===== src/rtl/laser_pkg.sv =====
// Shared state encoding and shooter identifiers for the laser fire scheduler.
package laser_pkg;

  typedef enum logic [1:0] {
    SCH_IDLE,
    SCH_RUN,
    SCH_GAMEOVER
  } sch_state_t;

  localparam int SHOOTER_COWBOY = 0;
  localparam int SHOOTER_ALIEN  = 1;

endpackage


===== src/rtl/laser_fire_scheduler_free_slot_finder.sv =====
// Combinational priority encoder: reports the lowest-index slot whose busy bit is clear.
module free_slot_finder
  import laser_pkg::*;
#(
  parameter int NUM_SLOTS = 4,
  parameter int SLOT_W    = 2
) (
  input  logic [NUM_SLOTS-1:0] busy,
  output logic                 found,
  output logic [SLOT_W-1:0]    index
);

  // Scan from the top down so the lowest free index is the last one written.
  always_comb begin
    found = 1'b0;
    index = '0;
    for (int i = NUM_SLOTS - 1; i >= 0; i--) begin
      if (!busy[i]) begin
        found = 1'b1;
        index = SLOT_W'(i);
      end
    end
  end

endmodule


===== src/rtl/laser_fire_scheduler.sv =====
// Laser fire scheduler: latches per-shooter fire requests, applies frame cooldowns,
// arbitrates contested frames round-robin and spawns lasers into free sprite slots.
module laser_fire_scheduler
  import laser_pkg::*;
#(
  parameter int NUM_SLOTS       = 4,
  parameter int COOLDOWN_FRAMES = 20,
  parameter int SLOT_W          = (NUM_SLOTS > 1) ? $clog2(NUM_SLOTS) : 1
) (
  input  logic                 Clk,
  input  logic                 Reset_n,
  input  logic                 frame_clk,
  input  logic                 start,
  input  logic                 GG,
  input  logic [1:0]           fire_req,
  input  logic [NUM_SLOTS-1:0] slot_done,
  output logic                 spawn_valid,
  output logic [SLOT_W-1:0]    spawn_slot,
  output logic                 spawn_owner,
  output logic [NUM_SLOTS-1:0] slot_busy,
  output logic [1:0]           cooldown_active,
  output logic                 clear_all
);

  localparam int              CD_W    = $clog2(COOLDOWN_FRAMES + 1);
  localparam logic [CD_W-1:0] CD_LOAD = CD_W'(COOLDOWN_FRAMES);

  sch_state_t state_q, state_d;
  logic                      frame_q, frame_d;
  logic [1:0]                fire_q, fire_d;
  logic [1:0]                pending_q, pending_d;
  logic [1:0][CD_W-1:0]      cd_q, cd_d;
  logic                      rr_q, rr_d;
  logic [NUM_SLOTS-1:0]      busy_q, busy_d;
  logic                      spawn_valid_q, spawn_valid_d;
  logic [SLOT_W-1:0]         spawn_slot_q, spawn_slot_d;
  logic                      spawn_owner_q, spawn_owner_d;
  logic                      clear_all_q, clear_all_d;

  logic                      tick;
  logic [1:0]                fire_rise;
  logic [1:0]                eligible;
  logic                      slot_found;
  logic [SLOT_W-1:0]         free_idx;
  logic                      grant;
  logic                      grant_owner;

  free_slot_finder #(
    .NUM_SLOTS (NUM_SLOTS),
    .SLOT_W    (SLOT_W)
  ) u_free_slot_finder (
    .busy  (busy_q),
    .found (slot_found),
    .index (free_idx)
  );

  // Grants look only at registered busy/pending/cooldown, so a same-cycle
  // slot_done, key press or decrement cannot influence this tick's choice.
  always_comb begin
    tick      = frame_clk & ~frame_q;
    fire_rise = fire_req & ~fire_q;
    for (int i = 0; i < 2; i++) begin
      eligible[i] = pending_q[i] & (cd_q[i] == '0);
    end
    grant       = tick & (|eligible) & slot_found;
    grant_owner = (eligible == 2'b11) ? rr_q : eligible[1];

    state_d       = state_q;
    frame_d       = frame_clk;
    fire_d        = fire_req;
    pending_d     = pending_q;
    cd_d          = cd_q;
    rr_d          = rr_q;
    busy_d        = busy_q;
    spawn_valid_d = 1'b0;
    spawn_slot_d  = '0;
    spawn_owner_d = 1'b0;
    clear_all_d   = 1'b0;

    case (state_q)
      SCH_IDLE: begin
        if (start) state_d = SCH_RUN;
      end
      SCH_RUN: begin
        if (GG) begin
          state_d     = SCH_GAMEOVER;
          clear_all_d = 1'b1;
          busy_d      = '0;
          pending_d   = '0;
          cd_d        = '0;
        end else begin
          busy_d = busy_q & ~slot_done;
          if (tick) begin
            for (int i = 0; i < 2; i++) begin
              if (cd_q[i] != '0) cd_d[i] = cd_q[i] - CD_W'(1);
            end
          end
          if (grant) begin
            spawn_valid_d          = 1'b1;
            spawn_slot_d           = free_idx;
            spawn_owner_d          = grant_owner;
            busy_d[free_idx]       = 1'b1;
            pending_d[grant_owner] = 1'b0;
            cd_d[grant_owner]      = CD_LOAD;
            if (eligible == 2'b11) rr_d = ~rr_q;
          end
          // A fresh press landing on the grant cycle stays latched for later.
          pending_d = pending_d | fire_rise;
        end
      end
      SCH_GAMEOVER: begin
        state_d = SCH_GAMEOVER;
      end
      default: begin
        state_d = SCH_IDLE;
      end
    endcase
  end

  always_ff @(posedge Clk) begin
    if (!Reset_n) begin
      state_q       <= SCH_IDLE;
      frame_q       <= 1'b0;
      fire_q        <= '0;
      pending_q     <= '0;
      cd_q          <= '0;
      rr_q          <= 1'b0;
      busy_q        <= '0;
      spawn_valid_q <= 1'b0;
      spawn_slot_q  <= '0;
      spawn_owner_q <= 1'b0;
      clear_all_q   <= 1'b0;
    end else begin
      state_q       <= state_d;
      frame_q       <= frame_d;
      fire_q        <= fire_d;
      pending_q     <= pending_d;
      cd_q          <= cd_d;
      rr_q          <= rr_d;
      busy_q        <= busy_d;
      spawn_valid_q <= spawn_valid_d;
      spawn_slot_q  <= spawn_slot_d;
      spawn_owner_q <= spawn_owner_d;
      clear_all_q   <= clear_all_d;
    end
  end

  assign spawn_valid                     = spawn_valid_q;
  assign spawn_slot                      = spawn_slot_q;
  assign spawn_owner                     = spawn_owner_q;
  assign slot_busy                       = busy_q;
  assign clear_all                       = clear_all_q;
  assign cooldown_active[SHOOTER_COWBOY] = (cd_q[SHOOTER_COWBOY] != '0);
  assign cooldown_active[SHOOTER_ALIEN]  = (cd_q[SHOOTER_ALIEN] != '0);

endmodule


===== config.mk =====
export PLATFORM = sky130hd
export DESIGN_NAME = laser_fire_scheduler
export DESIGN_NICKNAME = d
export VERILOG_FILES = /design/src/rtl/laser_pkg.sv /design/src/rtl/laser_fire_scheduler_free_slot_finder.sv /design/src/rtl/laser_fire_scheduler.sv
export SDC_FILE = /design/constraint.sdc
export NUM_CORES = 1
export LEC_CHECK = 0
export CAP_MARGIN = 0
export CORE_ASPECT_RATIO = 2
export CORE_MARGIN = 3
export CORE_UTILIZATION = 40
export DETAILED_ROUTE_END_ITERATION = 16
export HOLD_SLACK_MARGIN = 0.12
export MAX_ROUTING_LAYER = met4
export SYNTH_ARGS = -nofsm -noshare
export SYNTH_HDL_FRONTEND = slang
export SYNTH_HIERARCHICAL = 1
export SYNTH_SLANG_ARGS = --single-unit

===== constraint.sdc =====
create_clock -name Clk -period 2.6 [get_ports Clk]
set_clock_uncertainty 0.2 [all_clocks]
set_input_delay 0.26 -clock Clk [delete_from_list [all_inputs] [get_ports Clk]]
set_output_delay 0.26 -clock Clk [all_outputs]
set_load 0.1 [all_outputs]

==> results of run 1 <==
## sequential cells by signal (all words and copies together), names as in the netlist
signal       flops
state_q          2
clear_all        1
fire_q           2
pending_q        2
frame_q          1
cd_q            10
spawn_owner      1
spawn_valid      1
slot_busy        4
spawn_slot       2
rr_q             1
## worst max-delay path: cells and delay by family, from the launching register on
family,cells,cell delay [ns]
compound gates,1,0.14
buf+inv,1,0.08
fa+ha+maj,1,0.21
simple gates,3,1.36
flops,1,0.34
## power groups by stage
stage	logic, W	clock network [W]	registers [W]
6_report	0.000128	0.000247	0.000432
3_3_place_gp	0.000123	0	0.000442
2_1_floorplan	0.0000704	0	0.000449
4_1_cts	0.000129	0.000253	0.000432
3_5_place_dp	0.000128	0	0.000442
5_1_grt	0.000141	0.000272	0.000434
## cell type report
class | instances | area share
multi-input combinational | 109 | 0.424
sequential | 27 | 0.343
timing repair buffer | 27 | 0.144
inverter | 15 | 0.0357
clock buffer | 3 | 0.0262
tap | 30 | 0.0238
clock inverter | 1 | 0.00317
## stage by stage
stage	total power [W]	utilization	instances	setup WS (ns)
finish	0.000806	0.524	212	0.186
global route	0.000847	0.524	212	0.0898
CTS	0.000814	0.524	212	0.212
detailed placement	0.000570	0.508	208	0.235
global placement	0.000565	0.508	208	0.295
floorplan	0.000519	-	155	0.0971
## cells in the final DEF, fill, tap and decap left out, types with 2 or more instances in the layout
| cell type | Yosys | layout |
|---|---|---|
| clkbuf_8 | 0 | 3 |
| nor2_1 | 13 | 13 |
| ha_1 | 4 | 4 |
| nand3b_1 | 3 | 3 |
| buf_4 | 0 | 17 |
| o32ai_1 | 2 | 2 |
| clkdlybuf4s50_1 | 0 | 10 |
| a21oi_1 | 9 | 9 |
| o211ai_1 | 2 | 2 |
| o31ai_1 | 2 | 2 |
| nand2_1 | 11 | 11 |
| o21ai_0 | 16 | 16 |
| inv_1 | 15 | 15 |
| nor3_1 | 4 | 4 |
| nor4_1 | 2 | 2 |
| dfxtp_1 | 27 | 27 |
| nor3b_1 | 2 | 2 |
| nand2b_1 | 5 | 5 |
| and2_1 | 4 | 4 |
| nor2b_1 | 3 | 3 |
| a31oi_1 | 3 | 3 |
## worst paths after layout
check,endpoint,slack [ns],depth (start not counted)
worst min-delay path,cd_q[5]$_SDFFE_PN0N_,0.30,1
worst max-delay path,rr_q$_SDFFE_PN0P_,0.19,6
worst max register to register,rr_q$_SDFFE_PN0P_,0.19,6
worst min register to register,cd_q[5]$_SDFFE_PN0N_,0.30,1
## routing by layer
metal | wire length (µm) | vias to the layer above | track usage | share of wire
met4 | 61 | 0 | 0.0881 | 0.019
met5 | 0 | - | - | 0
met3 | 116 | 5 | 0.0273 | 0.037
li1 | - | 609 | - | -
met1 | 1230 | 584 | 0.193 | 0.39
met2 | 1770 | 27 | 0.325 | 0.56
## cell families (layout without fill, tap and decap cells)
logic type	Yosys count	count (layout)	synth area share
flip-flops	27	27	0.421
adder cells (fa/ha/maj)	4	4	0.0390
AO/OA/AOI/OAI	46	46	0.228
multiplexers	1	1	0.00781
AND/OR/NAND/NOR	58	58	0.247
buffers and inverters	19	46	0.0566
==> metrics.md, run 1 <==
| Metric | Value |
|---|---|
| Fmax | `414 MHz` |
| Total setup violations reported at the end of the flow | `0` |
| Count of routing violations after the opening detailed-route iteration | `29` |
| Cell area after placement | `1530 µm²` |
| Area of the multi-input gates | `between 600 and 700 µm²` |
| Synthesized area per cell | `roughly 8.3 µm²` |
| Ordered cell list for the critical path | `inv_1, ha_1, or4b_1, or3_1, or4_1, a21oi_1` |
| Number of max-slew violations in the final report | `0` |
| Routability congestion estimate from global placement | `0.806` |
| Rows | `28` |
| Layout overhead on the synthesized area | `23.0%` |
| Longest Clk Path Bufs | `2` |
| Synth area leader | `dfxtp_1` |
| Sort of element at the start of the critical path | `flop` |
| EDFF count, synth | `0` |
| Initial antenna violation count | `0` |
| Seq cells post-synth | `27` |
| Num CTS Buffers | `3` |
| Final-layout fill cell count | `276` |
| Hpwl dp | `2.48 mm` |
| Area of the mapped netlist | `1280 µm²` |
| TritonCTS clock tree | `built` |
| Worst slack on hold paths | `between 0.3 and 0.4 ns` |
| Area of the die | `3960 µm²` |
| Vias in the first global route | `about 1200` |
| Setup repair bufs after CTS | `0` |
| Share of total power in sequential cells | `0.536` |
| Worst Min Path Start | `cd_q[5]$_SDFFE_PN0N_` |
| Cell chosen for the clock root | `clkbuf_8` |
| Clock transition at the registers of the reported paths | `0.09 ns` |
| Part of the cycle the worst path needs | `0.928` |
| CTS sink cnt | `27` |
| Outcome | `finished, final reports clean` |
| Crit path time final | `between 2 and 2.5 ns` |
| Final non-filler cell area | `1580 µm²` |
| Leakage dissipation | `0.670 nW` |
| Peak supply drop | `323 µV` |
| Critical path capture point type | `flop` |
| Yosys warnings | `6` |
| Total global routing overflow | `0` |
| Arrival time reported for the critical path endpoint | `2.43 ns` |
| Worst-case headroom to the max-slew limit | `0.623` |
| Die W | `approximately 46 µm` |
| Number of hold violations in the final report | `0` |
| Insertion delay of the later-clocked pin in the worst-skew pair | `0.28 ns` |
| Top cell type's share of synthesized area | `0.421` |
| Pin count of the biggest net entering global routing | `16` |
| Sequential fraction of the synthesis area | `0.421` |
| Reg area | `between 500 and 600 µm²` |
| Max Cap Viol | `0` |
| Share of total power consumed by net switching | `0.276` |
| Most used flip-flop cell after synthesis | `dfxtp_1` |
| Effective utilization at floorplan | `0.426` |
| Final-layout setup total negative slack | `0 ns` |
| Classification of the worst-slack hold path | `reg2reg` |
| Post-cts repair resize count | `0` |
| Syn Nets | `170` |
| Number of antenna-violating nets in the routed design | `0` |
| Area of the core | `3010 µm²` |
| Unrepaired setup endpoints after global routing | `no` |
| Count of different cell masters after synthesis | `44` |
| Synthesized instance count | `around 160` |
| H-tree lvl count | `1` |
| Class of the most critical setup path | `reg2reg` |
| Measured slew at the worst slew-check pin | `0.564 ns` |
| Crit Path Max Fanout | `6` |
| Share of synthesized registers carrying an async set or reset | `0` |
| # DRC | `0` |
| Fraction of power consumed by combinational cells | `0.158` |
| ANT cells | `0` |
| Ratio of cells with drive above 1 in the final layout | `0.132` |
| First-pass GRT wire length | `5.40 mm` |
| Internal power consumption | `0.000584 W` |
| NumNets Final | `198` |
| Drt pass-1 iters | `4` |
| Portion of total power attributed to the clock network | `0.306` |
| Most area-consuming cells after synthesis | `dfxtp_1 (42%), o21ai_0 (6.2%), inv_1 (4.4%), ha_1 (3.9%), nor2_1 (3.8%)` |
| Vias after detailed routing | `~1200` |
| Mean routed wirelength per cell | `15.0 µm` |
| Total wire length after detailed routing | `approximately 3.2 mm` |
| Total of buffers placed on input and output ports | `21` |
| Required time reported for the critical path endpoint | `~2.6 ns` |
| Critical Path Start | `cd_q[0]$_SDFFE_PN0N_` |
| Most used standard cell by instance count after synthesis | `dfxtp_1` |
| Crit-path slowest cell | `or4b_1` |
| CP peak stage delay | `approximately 0.55 ns` |
| Tot GR Track Use | `0.187` |
| Height of the chip | `86.1 µm` |
| Switching component of the power | `0.000223 W` |
| Synth top cells by count | `dfxtp_1 (27), o21ai_0 (16), inv_1 (15)` |
| Worst reg2reg startpoint | `cd_q[0]$_SDFFE_PN0N_` |
| Via density per instance | `about 5.8` |
| Number of placed I/O pins | `22` |
| Post-CTS Hold Buffers | `0` |
| Power density normalized to cell area | `511 nW/µm²` |
(Power assumes the default switching activity.)
==> inputs of run 2 (changes only) <==
--- a/config.mk
+++ b/config.mk
@@ -7,7 +7,6 @@
 export LEC_CHECK = 0
 export CAP_MARGIN = 0
 export CORE_ASPECT_RATIO = 2
-export CORE_MARGIN = 3
 export CORE_UTILIZATION = 40
 export DETAILED_ROUTE_END_ITERATION = 16
 export HOLD_SLACK_MARGIN = 0.12
==> run 2 against run 1 <==
  * Hold slack got worse by 0.012 ns
  * Via count fell by 0.65%
  * Power fell by 2.1%
  * Clock power fell by 4%
  * Core utilization fell by 0.50 points
  * Largest cell class unchanged
  * First-iteration DRC count fell by 6.9%
  * Final cell count fell by 0.94%
  * Largest power group unchanged
  * Sequential power barely moved
==> metrics.md, run 2 (synthesized netlist as in run 1, its figures left out) <==
| Metric | Value |
|---|---|
| Via density per instance | `5.80 (was 5.78)` |
| First-pass GRT wire length | `4.73 mm (was 5.40 mm)` |
| Number of max-slew violations in the final report | `0 (unchanged)` |
| TritonCTS clock tree | `built (unchanged)` |
| CTS sink cnt | `27 (unchanged)` |
| Height of the chip | `82.1 µm (was 86.1 µm)` |
| Fmax | `418 MHz (was 414 MHz)` |
| Ordered cell list for the critical path | `inv_1, ha_1, or4b_1, or3_1, or4_1, a21oi_1 (unchanged)` |
| Worst slack on hold paths | `0.292 ns (was 0.304 ns)` |
| Required time reported for the critical path endpoint | `2.61 ns (was 2.62 ns)` |
| Setup slack of the most critical reg-to-reg path | `0.21 ns (was 0.19 ns)` |
| Die W | `42.0 µm (was 46.0 µm)` |
| NumNets Final | `196 (was 198)` |
| Vias in the first global route | `1124 (was 1202)` |
| Routability congestion estimate from global placement | `0.867 (was 0.806)` |
| H-tree lvl count | `1 (unchanged)` |
| Class of the most critical setup path | `reg2reg (unchanged)` |
| ANT cells | `0 (unchanged)` |
| Number of placed I/O pins | `22 (unchanged)` |
| Hold-critical path depth | `2 (was 1)` |
| Worst reg2reg endpoint | `rr_q$_SDFFE_PN0P_ (unchanged)` |
| Final Util | `0.519 (was 0.524)` |
| Total global routing overflow | `0 (unchanged)` |
| Effective utilization at floorplan | `0.426 (unchanged)` |
| Top reg by flops | `cd_q (unchanged)` |
| Arrival time reported for the critical path endpoint | `2.40 ns (was 2.43 ns)` |
| Setup repair bufs after CTS | `0 (unchanged)` |
| Number of flip-flops in the largest register | `10 (unchanged)` |
| Switching component of the power | `0.000210 W (was 0.000223 W)` |
| Classification of the worst-slack hold path | `reg2reg (unchanged)` |
| Power density normalized to cell area | `505 nW/µm² (was 511 nW/µm²)` |
| Hold endpoint | `cd_q[9]$_SDFFE_PN0N_ (was cd_q[5]$_SDFFE_PN0N_)` |
| Worst reg2reg startpoint | `cd_q[0]$_SDFFE_PN0N_ (unchanged)` |
| Overall power of the completed layout | `0.000790 W (was 0.000806 W)` |
| Longest Clk Path Bufs | `2 (unchanged)` |
| Critical path capture point type | `flop (unchanged)` |
| Mean routed wirelength per cell | `13.9 µm (was 15.0 µm)` |
| Number of antenna-violating nets in the routed design | `0 (unchanged)` |
| Vias after detailed routing | `1217 (was 1225)` |
| Clock transition at the registers of the reported paths | `0.09 ns (about the same)` |
| Measured slew at the worst slew-check pin | `0.843 ns (was 0.564 ns)` |
| Depth of the worst register-to-register path | `6 (unchanged)` |
| Rows | `28 (unchanged)` |
| Max Cap Viol | `0 (unchanged)` |
| Area of the die | `3450 µm² (was 3960 µm²)` |
| Fraction of power consumed by combinational cells | `0.152 (was 0.158)` |
| Number of hold violations in the final report | `0 (unchanged)` |
| Peak supply drop | `292 µV (was 323 µV)` |
| Leakage dissipation | `0.661 nW (was 0.670 nW)` |
| Total wire length after detailed routing | `2.92 mm (was 3.18 mm)` |
| Unrepaired setup endpoints after global routing | `no (unchanged)` |
| Portion of total power attributed to the clock network | `0.300 (was 0.306)` |
| Crit Path Max Fanout | `6 (unchanged)` |
| Total setup violations reported at the end of the flow | `0 (unchanged)` |
| # DRC | `0 (unchanged)` |
| Internal power consumption | `0.000580 W (was 0.000584 W)` |
| Sort of element at the start of the critical path | `flop (unchanged)` |
| Share of total power in sequential cells | `0.548 (was 0.536)` |
| Highest-count cells in the layout ignoring fill and taps | `dfxtp_1 (27), o21ai_0 (16), inv_1 (15), buf_4 (15), nor2_1 (13) (was dfxtp_1 (27), buf_4 (17), o21ai_0 (16), inv_1 (15), nor2_1 (13))` |
| Share of total power consumed by net switching | `0.266 (was 0.276)` |
| Num CTS Buffers | `3 (unchanged)` |
| Post-cts repair resize count | `0 (unchanged)` |
| CP peak stage delay | `0.55 ns (about the same)` |
| Pin count of the biggest net entering global routing | `20 (was 16)` |
| Post-CTS Hold Buffers | `0 (unchanged)` |
| Crit path time final | `2.39 ns (was 2.41 ns)` |
| Initial antenna violation count | `0 (unchanged)` |
| Count of routing violations after the opening detailed-route iteration | `27 (was 29)` |
| Layout overhead on the synthesized area | `21.9% (was 23.0%)` |
| Crit-path slowest cell | `or4b_1 (unchanged)` |
| Part of the cycle the worst path needs | `0.921 (was 0.928)` |
| Outcome | `finished, final reports clean (unchanged)` |
| Drt pass-1 iters | `4 (unchanged)` |
| Total of buffers placed on input and output ports | `21 (unchanged)` |
| Worst-case headroom to the max-slew limit | `0.437 (was 0.623)` |
| Most common cell after layout, fill and taps aside | `dfxtp_1 (unchanged)` |
| Minimum setup slack in the final design | `0.207 ns (was 0.186 ns)` |
| Hpwl dp | `2.27 mm (was 2.48 mm)` |
| Insertion delay of the later-clocked pin in the worst-skew pair | `0.27 ns (was 0.28 ns)` |
| Tot GR Track Use | `0.184 (was 0.187)` |
| Worst Min Path Start | `cd_q[9]$_SDFFE_PN0N_ (was cd_q[5]$_SDFFE_PN0N_)` |
| Ratio of cells with drive above 1 in the final layout | `0.122 (was 0.132)` |
| Area of the core | `3010 µm² (unchanged)` |
| Place WS | `0.235 ns (about the same)` |
| Final-layout setup total negative slack | `0 ns (unchanged)` |
| Cell chosen for the clock root | `clkbuf_8 (unchanged)` |
[run 2: cell count changes in the layout (fill, tap and decap cells not counted), sizes merged]
| cell | change |
|---|---|
| buf | -2 |
[run 2: metrics by stage]
step                area (µm²)  std cells
floorplan                 1280        155
global placement          1520        206
detailed placement        1520        206
CTS                       1560        210
global route              1560        210
finish                    1560        210
[run 2: area by class of cell]
type / count / area (µm²)
repair buffers: 25 / 213
well taps: 30 / 37.5
clock inverters: 1 / 5.00
flip-flops and latches: 27 / 541
fillers: 303 / 1450
clock buffers: 3 / 41.3
inverters: 15 / 56.3
multi-input cells: 109 / 669
[run 2: metal layers]
metal | vias up | routed length, µm | global-route usage
li1 | 606 | - | -
met1 | 584 | 1160 | 0.166
met2 | 23 | 1660 | 0.375
met3 | 4 | 72 | 0.0198
met4 | 0 | 37 | 0.0781
met5 | - | 0 | -
[run 2: worst max path at each step]
stage | startpoint | end | slack (ns) | cells after the start
global placement | cd_q[0]$_SDFFE_PN0N_ | cd_q[5]$_SDFFE_PN0N_ | 0.29 | 6
floorplan | cd_q[0]$_SDFFE_PN0N_ | rr_q$_SDFFE_PN0P_ | 0.1 | 7
global route | cd_q[0]$_SDFFE_PN0N_ | cd_q[6]$_SDFFE_PN0N_ | 0.05 | 6
finish | cd_q[0]$_SDFFE_PN0N_ | rr_q$_SDFFE_PN0P_ | 0.21 | 6
CTS | cd_q[0]$_SDFFE_PN0N_ | rr_q$_SDFFE_PN0P_ | 0.20 | 6
detailed placement | cd_q[0]$_SDFFE_PN0N_ | rr_q$_SDFFE_PN0P_ | 0.23 | 6
[run 2: critical path: cells and delay by family, from the launching register on]
family,cells,cell delay [ns]
and+or+nand+nor,3,1.35
buffers and inverters,1,0.08
DFF,1,0.34
AOI/OAI and AO/OA,1,0.15
adders and majority gates,1,0.21
[run 2: power groups by stage]
stage / Clock, W / Combinational [W] / Sequential (W)
after floorplan: 0 / 0.0000704 / 0.000449
after global placement: 0 / 0.000117 / 0.000442
after detailed placement: 0 / 0.000120 / 0.000442
after CTS: 0.000251 / 0.000121 / 0.000433
after global routing: 0.000264 / 0.000134 / 0.000434
final: 0.000237 / 0.000120 / 0.000433
==> inputs of run 3 (changes only) <==
--- a/config.mk
+++ b/config.mk
@@ -5,7 +5,7 @@
 export SDC_FILE = /design/constraint.sdc
 export NUM_CORES = 1
 export LEC_CHECK = 0
-export CAP_MARGIN = 0
+export ABC_CLOCK_PERIOD_IN_PS = 2600
 export CORE_ASPECT_RATIO = 2
 export CORE_UTILIZATION = 40
 export DETAILED_ROUTE_END_ITERATION = 16
==> results of run 3 <==
The final DEF is identical to that of run 2; final timing and power are the same.
